==> config.mk <==
export PLATFORM = sky130hd
export DESIGN_NAME = text_console
export DESIGN_NICKNAME = d
export VERILOG_FILES = /design/src/rtl/text_console.sv
export SDC_FILE = /design/constraint.sdc
export NUM_CORES = 2
export LEC_CHECK = 0
export CAP_MARGIN = 40
export CELL_PAD_IN_SITES_DETAIL_PLACEMENT = 1
export CELL_PAD_IN_SITES_GLOBAL_PLACEMENT = 1
export CORE_ASPECT_RATIO = 0.7
export CORE_UTILIZATION = 50
export CTS_CLUSTER_SIZE = 12
export DETAILED_ROUTE_END_ITERATION = 16
export GPL_TIMING_DRIVEN = 0
export HOLD_SLACK_MARGIN = 0.1
export PLACE_DENSITY = 0.84
export RECOVER_POWER = 25
export REMOVE_ABC_BUFFERS = 1
export SLEW_MARGIN = 10
export SYNTH_ARGS = -nofsm -noshare
export SYNTH_HDL_FRONTEND = slang
export SYNTH_SLANG_ARGS = --single-unit
==> constraint.sdc <==
create_clock -name clk -period 32.7 [get_ports clk]
set_clock_uncertainty 0.1 [all_clocks]
set_input_delay 4.905 -clock clk [delete_from_list [all_inputs] [get_ports clk]]
set_output_delay 4.905 -clock clk [all_outputs]
set_load 0.02 [all_outputs]
==> src/rtl/text_console.sv <==
// Character-buffer console: takes an ASCII byte stream into a COLS x ROWS text RAM
// at a hardware cursor, and serves the scan-position cell to the glyph renderer.
module text_console #(
  parameter int COLS   = 20,
  parameter int ROWS   = 15,
  parameter int CHAR_W = 32,
  parameter int CHAR_H = 32
) (
  input  logic                      clk,
  input  logic                      rst_n,
  input  logic                      in_valid,
  input  logic [7:0]                in_char,
  output logic                      in_ready,
  input  logic                      clear,
  input  logic [9:0]                currentX,
  input  logic [9:0]                currentY,
  output logic [7:0]                char,
  output logic [9:0]                initialX,
  output logic [9:0]                initialY,
  output logic [$clog2(COLS)-1:0]   cursor_col,
  output logic [$clog2(ROWS)-1:0]   cursor_row,
  output logic                      busy
);

  localparam int CW    = $clog2(COLS);
  localparam int RW    = $clog2(ROWS);
  localparam int CELLS = COLS * ROWS;
  localparam int AW    = $clog2(CELLS);
  localparam int XSH   = $clog2(CHAR_W);
  localparam int YSH   = $clog2(CHAR_H);

  typedef enum logic [1:0] {IDLE, CLEAR, CLRROW} state_t;

  state_t          state, state_next;
  logic [AW-1:0]   fill_idx, fill_next;
  logic [CW-1:0]   col_next;
  logic [RW-1:0]   row_next;
  logic            adv_row;
  logic            mem_we;
  logic [AW-1:0]   mem_waddr;
  logic [7:0]      mem_wdata;
  logic [AW-1:0]   cur_addr;

  logic [7:0]      mem [CELLS];

  logic [9:0]      col_r, row_r;
  logic            in_range;
  logic [AW-1:0]   rd_addr;

  assign cur_addr = AW'(cursor_row) * AW'(COLS) + AW'(cursor_col);
  assign busy     = (state != IDLE);

  always_ff @(posedge clk or negedge rst_n) begin
    if (!rst_n) begin
      state      <= CLEAR;
      fill_idx   <= '0;
      cursor_col <= '0;
      cursor_row <= '0;
    end else begin
      state      <= state_next;
      fill_idx   <= fill_next;
      cursor_col <= col_next;
      cursor_row <= row_next;
    end
  end

  // Bytes are fully handled in the cycle they are accepted; fills sweep one cell per cycle.
  always_comb begin
    state_next = state;
    fill_next  = fill_idx;
    col_next   = cursor_col;
    row_next   = cursor_row;
    adv_row    = 1'b0;
    mem_we     = 1'b0;
    mem_waddr  = cur_addr;
    mem_wdata  = 8'h20;
    in_ready   = 1'b0;
    case (state)
      IDLE: begin
        in_ready = !clear;
        if (clear) begin
          state_next = CLEAR;
          fill_next  = '0;
          col_next   = '0;
          row_next   = '0;
        end else if (in_valid) begin
          if (in_char >= 8'h20 && in_char <= 8'h7E) begin
            mem_we    = 1'b1;
            mem_wdata = in_char;
            if (cursor_col < CW'(COLS - 1)) begin
              col_next = cursor_col + CW'(1);
            end else begin
              col_next = '0;
              adv_row  = 1'b1;
            end
          end else if (in_char == 8'h0A) begin
            col_next = '0;
            adv_row  = 1'b1;
          end else if (in_char == 8'h0D) begin
            col_next = '0;
          end else if (in_char == 8'h08 && cursor_col != '0) begin
            col_next  = cursor_col - CW'(1);
            mem_we    = 1'b1;
            mem_waddr = cur_addr - AW'(1);
          end
          // Wrapping off the last row scrolls nothing; row 0 is simply blanked for reuse.
          if (adv_row) begin
            if (cursor_row < RW'(ROWS - 1)) begin
              row_next = cursor_row + RW'(1);
            end else begin
              row_next   = '0;
              state_next = CLRROW;
              fill_next  = '0;
            end
          end
        end
      end
      CLEAR: begin
        mem_we    = 1'b1;
        mem_waddr = fill_idx;
        if (fill_idx == AW'(CELLS - 1)) state_next = IDLE;
        else                             fill_next  = fill_idx + AW'(1);
      end
      CLRROW: begin
        mem_we    = 1'b1;
        mem_waddr = fill_idx;
        if (fill_idx == AW'(COLS - 1)) state_next = IDLE;
        else                            fill_next  = fill_idx + AW'(1);
      end
      default: ;
    endcase
  end

  always_ff @(posedge clk) begin
    if (mem_we) mem[mem_waddr] <= mem_wdata;
  end

  assign col_r    = currentX >> XSH;
  assign row_r    = currentY >> YSH;
  assign in_range = (col_r < 10'(COLS)) && (row_r < 10'(ROWS));
  assign rd_addr  = AW'(row_r) * AW'(COLS) + AW'(col_r);

  // Synchronous read; a same-edge write is not visible until the following read.
  always_ff @(posedge clk or negedge rst_n) begin
    if (!rst_n) begin
      char     <= 8'h20;
      initialX <= '0;
      initialY <= '0;
    end else if (in_range) begin
      char     <= mem[rd_addr];
      initialX <= currentX & ~10'(CHAR_W - 1);
      initialY <= currentY & ~10'(CHAR_H - 1);
    end else begin
      char     <= 8'h20;
      initialX <= '0;
      initialY <= '0;
    end
  end

endmodule

==> metrics.md <==
| Metric | Value |
|---|---|
| Power per cell area | 63.8 mW/mm^2 |
| Worst max-slew margin expressed relative to the limit | -4.85 |
| Mean post-synth cell area | 19.0 sq um |
| Leak pwr | 36.6 nW |
| Overall Global Routing Usage | 0.316 |
| Layout area overhead | 13.6% |
| Unrepaired setup endpoints after global routing | no |
| Maximum buffer depth of the clock tree | 4 |
| Count of unresolved DRC violations after routing | 0 |
| Layer with the highest usage after global routing | met2 |
| I/O Pins | 71 |
| Global-route track usage on met3 | 0.0907 |
| Maximum level of the CTS H-tree | 4 |
| Quantity of I/O buffers inserted on ports | 50 |
| Part of the power in the clock network | 0.352 |
| Pins over their slew limit | around 1100 |
| Launching element type of the critical path | input port |
| Weighted congestion reported at the end of routability-driven placement | 0.842 |
| Root buffer cell | clkbuf_16 |
| Count of synthesis-stage warnings from yosys | 0 |
| Clock latency of the later-clocked register in the worst-skew pair | slightly above 0.9 ns |
| Max-cap viol count | 17 |
| GR Layer Usage met2 | 0.482 |
| Area inside the core boundary | 0.192 sq mm |
| Arr. time, crit path | 15.85 ns |
| Height of the chip | between 300 and 400 um |
| Commonest cells after routing, fill and taps aside | edfxtp_1, mux2i_1, mux4_2 |
| Clock tree sinks | about 2400 |
| Largest delay share family, worst path | buffers and inverters |
| Number of buffers created by CTS | 234 |
| Leading cell type in the layout, fill and taps excluded | edfxtp_1 |
| Maximum net fanout on the critical path | 104 |
| Share of total power in sequential cells | 0.496 |
| Data required time of the worst path | 33.28 ns |
| Layout cell share with drive strength beyond 1 | 0.162 |
| Slowest Stage Delay on Critical Path | 6.09 ns |
| CP Cell Sequence | buf_16 > buf_16 > clkbuf_1 > buf_16 > mux2i_1 > a221oi_1 > o21ai_0 > a211oi_1 > a21oi_1 > o221a_2 > a211oi_1 |
| Starting density of the core | 0.507 |
| Failing checks | capacitance limit, slew limit |
| Starting DRC count in detailed routing | around 8800 |
| Flip-flop and latch area | approximately 0.073 sq mm |
| Outcome | finished with violations |
| Combinational fraction of design power | 0.152 |
| Crit path buf inv count | 4 |
| Global-route wire length before repair | about 440 mm |
| Final non-filler cell area | 0.110 sq mm |
| Cell area after placement | 0.104 sq mm |
| Clock-pin slew reported for the worst setup and hold paths after clock tree synthesis | roughly 0.06 ns |
| Synthesized area | 0.0972 sq mm |
| Horizontal die dimension | between 500 and 600 um |
| Share of flip-flops with an asynchronous set or reset | 0.0156 |
| Timing-limited maximum frequency | 0.0655 GHz |
| Antenna violation net count after detailed routing | 0 |
| Worst min path class | reg2reg |
| Worst Tran Pin Value | ~9 ns |
| Overall power | 7.05 mW |
| Number of fill cells | 16700 |
| First-pass DRT Iterations | 8 |
| Number of vias after detailed routing | 56400 |
| Final setup violating endpoints | 0 |
| Max stage delay cell, worst path | clkbuf_1 |
| Endpoint type of the worst setup path | flip-flop |
| Total internal power | around 5.1 mW |
| Site row count | 134 |
| Post-CTS setup-driven buffer insertion count | 0 |
| Class of the most critical setup path | in2reg |
| Count of flip-flops with a built-in enable after synthesis | 2400 |
| Total routed wirelength | 312 mm |
| Count of distinct cell types in the synthesized netlist | 82 |
| Number of synthesized register bits | between 2000 and 2500 |
| Most used cell along the critical path | buf_16 |
| Max rail drop VDD | 0.0494 mV |
| Total Die Area | approximately 0.20 sq mm |
| Switching portion of total power | 0.273 |
| Number of antenna violations at the first check in global routing | 19 |
| GR Overflow Total | 0 |
| Number of global-route vias before repair | ~58000 |
| Final Hold Fails | 0 |
| Cts hold-fix bufs | 0 |
| Period minus WS final | between 15 and 20 ns |
| TritonCTS clock tree | done |
| Switching power of the nets | just under 2 mW |
| Post-DP HPWL | 196 mm |
| Final nets | 5709 |
| Maximum number of pins on one net before global-route repair | between 100 and 150 |
| Met1 layer usage reported by global route | 0.418 |
| Post-CTS sizing | 0 |
| Routed length per placed instance | 37.4 um |
| Number of vias per cell | 6.76 |
| Portion of the clock cycle consumed by the worst path in the final layout | 0.467 |
| Prevailing post-synth register cell | edfxtp_1 |
| Combined area of the multi-input logic cells | around 0.024 sq mm |
| Synthesized instance count | roughly 5100 |
| Proportion of synthesized chip area in sequential cells | 0.751 |
metrics by stage:
stage / setup TNS [ns] / util / std cells / worst slack (ns) / hold WS (ns)
6_report: 0 / 0.576 / 8346 / 17.43 / 0.472
5_1_grt: 0 / 0.576 / 8337 / 16.77 / 0.496
4_1_cts: 0 / 0.576 / 8286 / 21.11 / 0.471
3_5_place_dp: 0 / 0.542 / 7950 / 21.11 / 0.471
3_3_place_gp: -676.84 / 0.524 / 7740 / -45.28 / 0.446
2_1_floorplan: 0 / - / 5106 / 13.29 / 0.399
path summary, 6_finish.rpt:
| check | from | endpoint | slack [ns] | depth (start not counted) |
|---|---|---|---|---|
| min in group asynchronous | rst_n | initialX[9] | 4.00 | 1 |
| worst min-delay path | state[0] | state[0] | 0.47 | 2 |
| worst min register to register | state[0] | state[0] | 0.47 | 2 |
| worst max-delay path | currentX[5] | char[1] | 17.43 | 11 |
| max in group asynchronous | rst_n | char[6] | 25.30 | 2 |
| worst max register to register | state[1] | mem[202][4] | 23.61 | 9 |
state kept, by name (all words and copies together), names as in the netlist:
register	cells
mem	2400
fill_idx	9
char	8
cursor_col	5
initialX	5
initialY	5
cursor_row	4
state	2
Yosys cell counts, types with 68 or more instances:
cell type  instances  area [sq um]
a21oi_1           76           380
a221oi_1         171          1500
a22oi_1           68           510
buf_4             73           548
clkbuf_1         149           559
edfxtp_1        2400         72100
mux2i_1          456          4560
mux4_2           396          8920
nand2_1          123           462
nor2_1           378          1420
o21ai_0          138           691
final cells by class:
type | instances | area share
Timing Repair Buffer | 306 | 0.0340
Sequential cell | 2438 | 0.661
Clock buffer | 321 | 0.0569
Inverter | 20 | 0.000770
Antenna cell | 14 | 0.000317
Tap cell | 2584 | 0.0293
Clock inverter | 15 | 0.00147
Multi-Input combinational cell | 2648 | 0.216
power groups by stage:
| stage | registers, mW | logic [mW] | clock network [mW] |
|---|---|---|---|
| finish | 3.49 | 1.07 | 2.48 |
| global route | 3.50 | 1.08 | 2.58 |
| CTS | 3.49 | 1.02 | 2.48 |
| detailed placement | 3.56 | 0.998 | 0 |
| global placement | 3.58 | 1.21 | 0 |
| floorplan | 3.57 | 0.435 | 0 |
tightest hold or removal path, stage by stage, from the launching register on:
cell,delay [ns]
dfstp_2,0.39
inv_1,0.08
o21ai_0,0.09
routing by layer:
layer  up-vias  share of wire
met5         -        0.00062
met1     29200           0.35
met2      4476           0.45
met4        24          0.057
li1      21800              -
met3       954           0.13
kinds of logic (layout without fill, tap and decap cells):
family	count (synthesis)	after routing	synth area share
AOI/OAI and AO/OA	685	685	0.0518
xor gates and xnor gates	15	15	0.00143
adders and majority gates	29	29	0.00404
buffers and inverters	335	662	0.0171
DFF	2438	2438	0.751
muxes	859	859	0.140
other	1	325	0.0000386
and+or+nand+nor	749	749	0.0346
Note: power is estimated with default switching activity, not from simulation.
